`src/rtl/serial_deser.sv`:
```
// rtl/serial_deser.sv - serial-to-parallel receiver, LSB first, with one-word holding buffer
// Collects SI bits under SV into WIDTH-bit words; SF restarts a frame at bit 0.
module serial_deser #(
  parameter int WIDTH = 4
) (
  input  logic             clk,
  input  logic             rst,
  input  logic             clr,
  input  logic             SI,
  input  logic             SV,
  input  logic             SF,
  input  logic             QR,
  output logic [WIDTH-1:0] Q,
  output logic             QV,
  output logic             BUSY,
  output logic             OVF
);

  localparam int CW = $clog2(WIDTH + 1);

  typedef enum logic {
    IDLE,
    SHIFT
  } state_t;

  state_t            state;
  // sh[0] would never be read: the last bit comes straight from SI
  logic [WIDTH-1:1]  sh;
  logic [CW-1:0]     cnt;

  logic [WIDTH-1:0]  word;
  logic [WIDTH-1:1]  sf_load;
  logic              complete;
  logic              free;
  logic              take;

  always_comb begin
    word              = {SI, sh};
    sf_load           = '0;
    sf_load[WIDTH-1]  = SI;
    complete          = SV && !SF && (cnt == CW'(WIDTH - 1));
    free              = !QV || QR;
    take              = QV && QR;
  end

  assign BUSY = (cnt != '0);

  always_ff @(posedge clk or negedge rst) begin
    if (!rst) begin
      state <= IDLE;
      sh    <= '0;
      cnt   <= '0;
      Q     <= '0;
      QV    <= 1'b0;
      OVF   <= 1'b0;
    end else if (clr) begin
      state <= IDLE;
      sh    <= '0;
      cnt   <= '0;
      Q     <= '0;
      QV    <= 1'b0;
      OVF   <= 1'b0;
    end else begin
      if (SV) begin
        if (SF) begin
          sh    <= sf_load;
          cnt   <= CW'(1);
          state <= SHIFT;
        end else if (complete) begin
          sh    <= word[WIDTH-1:1];
          cnt   <= '0;
          state <= IDLE;
        end else begin
          sh    <= word[WIDTH-1:1];
          cnt   <= cnt + CW'(1);
          state <= SHIFT;
        end
      end

      // a completing word either lands in the buffer or is dropped
      if (complete && free) begin
        Q  <= word;
        QV <= 1'b1;
      end else if (complete) begin
        OVF <= 1'b1;
      end else if (take) begin
        QV <= 1'b0;
      end
    end
  end

endmodule

```
`config.mk`:
```
export PLATFORM = sky130hd
export DESIGN_NAME = serial_deser
export DESIGN_NICKNAME = d
export VERILOG_FILES = /design/src/rtl/serial_deser.sv
export SDC_FILE = /design/constraint.sdc
export NUM_CORES = 1
export LEC_CHECK = 0
export ABC_AREA = 1
export BUFFER_PORTS_ARGS = -buffer_cell sky130_fd_sc_hd__buf_4
export CAP_MARGIN = 25
export CORE_MARGIN = 8
export CORE_UTILIZATION = 29
export DETAILED_ROUTE_END_ITERATION = 8
export PLACE_DENSITY = 0.59
export SLEW_MARGIN = 20
export SYNTH_ARGS = -nofsm -noshare
export SYNTH_HDL_FRONTEND = slang
export SYNTH_SLANG_ARGS = --single-unit
```
`constraint.sdc`:
```
create_clock -name clk -period 2.6 [get_ports clk]
set_clock_uncertainty 0.2 [all_clocks]
set_input_delay 0.13 -clock clk [delete_from_list [all_inputs] [get_ports clk]]
set_output_delay 0.13 -clock clk [all_outputs]
set_load 0.01 [all_outputs]
```
Word-level counts from Yosys, hierarchy flattened
Cells that the tools add are included.
{"block": "word_totals", "register_bits": 12, "out_inout_bits": 7, "word_cells": 39}
{"block": "classes", "addsub": 1, "eq_ne": 3, "mux": 16, "reduce_logical": 14}
{"operator": "2-to-1 mux 3 bit", "n": 6}
{"operator": "2-to-1 mux 4 bit", "n": 2}
{"operator": "2-to-1 mux 1 bit", "n": 7}
{"operator": "nonzero test 2 bit", "n": 3}
{"operator": "nonzero test 3 bit", "n": 2}
{"operator": "logical AND 1 bit", "n": 4}
{"operator": "AND reduction 2 bit", "n": 2}
{"operator": "adder 3 x 1 -> 3 bit, second input constant", "n": 1}
{"operator": "== test 3 x 2 -> 1 bit, second input constant", "n": 1}
{"operator": "inequality test 3 x 2 -> 1 bit, second input constant", "n": 1}
{"operator": "zero test 1 bit", "n": 2}
{"operator": "2-to-1 mux 2 bit", "n": 1}
{"operator": "inequality test 2 bit, second input constant", "n": 1}
{"operator": "logical OR 1 bit", "n": 1}

Depth between registers and ports, before layout
{"block": "logic_depth", "ltp_word": 7, "ltp_mapped": 6, "ltp_nobuf": 6}

Worst setup path before layout
OpenSTA, ideal clock, no wires.
{"block": "synth_path", "path_type": "register to register", "from": "register cnt[0]", "to": "register QV", "setup_time_ns": 0.115, "arrival_ns": 0.896, "required_ns": 2.285, "slack_ns": 1.389, "path_stages_with_launch": 6, "period_less_slack_ns": 1.211, "path_cell_list": "dfrtp_1 > ha_1 > nand2_1 > nor2_8 > nor2_1 > nor2_1"}
{"block": "synth_via", "elab_chain_len": 5, "elab_cells_between_ends": 8, "classes_between": "eq/ne: 2; mux: 2; reduce/logical: 4"}
{"element": "start, declared", "line_no": "29", "text": "logic [CW-1:0] cnt;"}
{"element": "start signal, assigned", "line_no": "75", "text": "cnt <= cnt + CW'(1);"}
{"element": "== test 3 x 2 -> 1 bit (*)", "line_no": "41", "text": "complete = SV && !SF && (cnt == CW'(WIDTH - 1));"}
{"element": "logical AND 1 bit (*)", "line_no": "41"}
{"element": "logical AND 1 bit", "line_no": "81", "text": "if (complete && free) begin"}
{"element": "inequality test 3 x 2 -> 1 bit (no source line) (tied with other cells)"}
{"element": "AND reduction 2 bit (no source line) or 2-to-1 mux 1 bit (tied branches)"}
{"element": "end signal, assigned", "line_no": "54", "text": "QV <= 1'b0;"}
{"element": "end signal, assigned", "line_no": "83", "text": "QV <= 1'b1;"}
{"element": "end signal, assigned", "line_no": "87", "text": "QV <= 1'b0;"}
{"element": "end, declared", "line_no": "14", "text": "output logic QV,"}
Mark *: on every way between the ends. The rest lies on a longest branch, timed or not.
A chain may end at the register's enable or synchronous reset.

Worst setup path after layout
{"block": "layout_path", "from": "input clr", "to": "register sh[2] (netlist bit)"}
{"block": "layout_via", "elab_chain_len": 1, "elab_cells_between_ends": 2, "classes_between": "mux: 1; reduce/logical: 1"}
{"element": "start, declared", "line_no": "8", "text": "input logic clr,"}
{"element": "2-to-1 mux 3 bit or nonzero test 2 bit (tied branches)"}
{"element": "end signal, assigned", "line_no": "66", "text": "sh <= sf_load;"}
{"element": "end signal, assigned", "line_no": "70", "text": "sh <= word[WIDTH-1:1];"}
{"element": "end signal, assigned", "line_no": "74", "text": "sh <= word[WIDTH-1:1];"}
{"element": "end, declared", "line_no": "28", "text": "logic [WIDTH-1:1] sh;"}
Several ways; a longest one is shown, not always the timed one.

==> metrics.md <==
| Metric | Value |
|---|---|
| Vias per cell | ~4.5 |
| CTS HTree Levels | 1 |
| Worst r2r dst | Q[3] |
| Area taken by multi-input logic gates | roughly 230 µm² |
| P_int | 292 µW |
| Worst rel slew slack | 0.791 |
| Total Routed Length | between 1000 and 1500 µm |
| Worst-Skew Late Latency | about 0.27 ns |
| First-iteration detailed-routing DRC count | 26 |
| Critical Path Start Type | input port |
| Sequential fraction of design power | 0.503 |
| VDD IR max | around 0.16 mV |
| FMAX | between 600 and 700 MHz |
| Synthesized area | between 500 and 600 µm² |
| Hold-fix buffers at CTS | 4 |
| GRT Total Usage | 0.0800 |
| Reg2reg path depth | 6 |
| Resized cells post-CTS | 0 |
| Via count | about 500 |
| Total gr overflow | 0 |
| Drt first pass iters | 4 |
| Reg2Reg Launch Point | cnt[0] |
| Die Area | approximately 3700 µm² |
| Least-Margin Pin Slew | 0.313 ns |
| Status | completed |
| Layout cell share with drive strength beyond 1 | 0.267 |
| HPWL Detailed | ~1000 µm |
| Num Clock Sinks | 12 |
| Sw power | 89.1 µW |
| Critical Path RT | between 2 and 3 ns |
| Synth-to-layout area growth | 34.7% |
| Yosys warnings | 0 |
| Storage cell area | about 300 µm² |
| PD cells | 485 nW/µm² |
| # setup viols final | 0 |
| Lkg Pwr | roughly 0.42 nW |
| CTS tree | yes |
| Clock buffer depth | 2 |
| Synth cell types | 16 |
| Max_cap viols | 0 |
| Clk root buf | clkbuf_4 |
| Logic pwr share | 0.104 |
| Worst min path class | in2async |
| Standard-cell rows | 16 |
| Post-CTS Setup Repair Bufs | 0 |
| Antenna-violating nets left | 0 |
| IO Count | 14 |
| Syn_area_per_cell | between 8 and 9 µm² |
| Final Hold Fails | 0 |
| Layout Nets | 96 |
| Fin Setup TNS | 0 ns |
| Sequential area share after synthesis | 0.514 |
| Placed Cells | 105 |
| Synth Net Count | 75 |
| Worst setup EP type | flop |
| DR DRC count | 0 |
| Critical path class | in2reg |
| Post-DR wirelength/cell | roughly 11 µm |
| Synth top area share | 0.514 |
| Final Power | approximately 380 µW |
| Core area | just under 2000 µm² |
| Num CTS Buffers | 3 |
| FF+latch count, synth | 12 |
| Die Wd | between 60 and 70 µm |
| Count of input and output buffers | 13 |
| Initial Utilization | 0.304 |
| Fillcell total | between 200 and 250 |
| Final min period | between 1.5 and 2 ns |
| Period utilization | 0.577 |
| Leading area contributor after synthesis | dfrtp_1 |
| Reg-to-reg slack, setup | 1.28 ns |
| Number of global-route vias before repair | ~500 |
| Pins over their slew limit | 0 |
| Clk pwr share | 0.393 |
| Critical Path AT | 1.49 ns |
| Post-Syn Instances | 66 |
| Register clock-pin slew on the reported worst setup and hold paths | approximately 0.080 ns |
| Switch share | 0.234 |
| Largest net degree at the start of global routing | 13 |
| Antenna violations before repair | 0 |
| Cell Count, Final, Fillers Out | ~110 |
| Global-route wire length before repair | 2210 µm |
| Die Y | a little over 60 µm |
| Final GP Congestion | about 0.76 |
| Cells taking the most area after synthesis | dfrtp_1 (51%), inv_1 (8.4%), nand2_1 (7.1%), nand3_1 (6.9%), ha_1 (4.3%) |
| RSZ-0062 raised after global routing | false |
| Worst-path maximum fanout | 12 |
| Diode count | 0 |
[metrics by stage]
stage          instance area [µm²]  utilization  worst slack, ns  hold slack, ns
6_report                       787        0.410             1.10          0.0254
4_1_cts                        787        0.410             1.11          0.0265
3_5_place_dp                   711        0.370             1.30          -0.220
2_1_floorplan                  584            -             1.39          -0.366
3_3_place_gp                   711        0.370             1.34          -0.222
5_1_grt                        787        0.410             1.04          0.0390
[area by class of cell]
cell class,count,share of cell area
Multi-Input combinational cell,40,0.293
Sequential cell,12,0.382
Tap cell,27,0.0429
Timing Repair Buffer,17,0.175
Inverter,13,0.0620
Clock buffer,4,0.0461
[worst max path at each step]
stage	startpoint	cells past startpoint	end
after floorplan	cnt[0]	5	QV
after global placement	cnt[0]	6	Q[2]
after detailed placement	cnt[0]	6	Q[1]
after CTS	clr	5	sh[2]
after global routing	clr	5	cnt[1]
final	clr	5	sh[2]
[power groups by stage]
stage,logic (mW),registers (mW),clock network (mW)
after global placement,0.0346,0.195,0
after floorplan,0.0171,0.195,0
final,0.0398,0.192,0.150
after detailed placement,0.0357,0.195,0
after global routing,0.0442,0.192,0.164
after CTS,0.0405,0.192,0.154
[critical path: stages]
cell	delay, ns
dlygate4sd3_1	0.53
buf_4	0.15
inv_1	0.24
nand2_1	0.21
o22ai_1	0.22
[layout by cell type, fill, tap and decap left out]
master / n
inv_1: 13
buf_4: 13
dfrtp_1: 12
nand2_1: 11
nand3_1: 8
nand4_1: 4
nor2_1: 4
dlygate4sd3_1: 4
clkbuf_4: 3
nand2_2: 2
o22ai_1: 2
o21ai_0: 2
ha_1: 2
nor2_8: 1
nor2_2: 1
o21ai_2: 1
a21oi_2: 1
a21oi_1: 1
clkbuf_8: 1
[flip-flops by register name, summed over array words and instances, names as in the netlist]
register	cells
cnt	3
sh	3
QV	1
OVF	1
Q	4
[layer usage]
layer / routed length (µm) / vias up / GRT usage
met2: 651 / 17 / 0.122
li1: - / 254 / -
met4: 10 / 0 / 0.0498
met5: 0 / - / 0
met1: 555 / 237 / 0.0970
met3: 61 / 3 / 0.0212
[cells in the mapped netlist]
master / number
inv_1: 13
dfrtp_1: 12
nand2_1: 11
nand3_1: 8
nand4_1: 4
nor2_1: 4
ha_1: 2
nand2_2: 2
o21ai_0: 2
o22ai_1: 2
a21oi_1: 1
a21oi_2: 1
buf_2: 1
nor2_2: 1
nor2_8: 1
o21ai_2: 1
[kinds of logic (layout without fill, tap and decap cells)]
group	Yosys count	count (layout)	share of synthesized area
AOI/OAI and AO/OA	7	7	0.0771
and+or+nand+nor	31	31	0.274
buffers and inverters	14	34	0.0921
adders and majority gates	2	2	0.0428
DFF	12	12	0.514
Note: power is estimated with default switching activity, not from simulation.
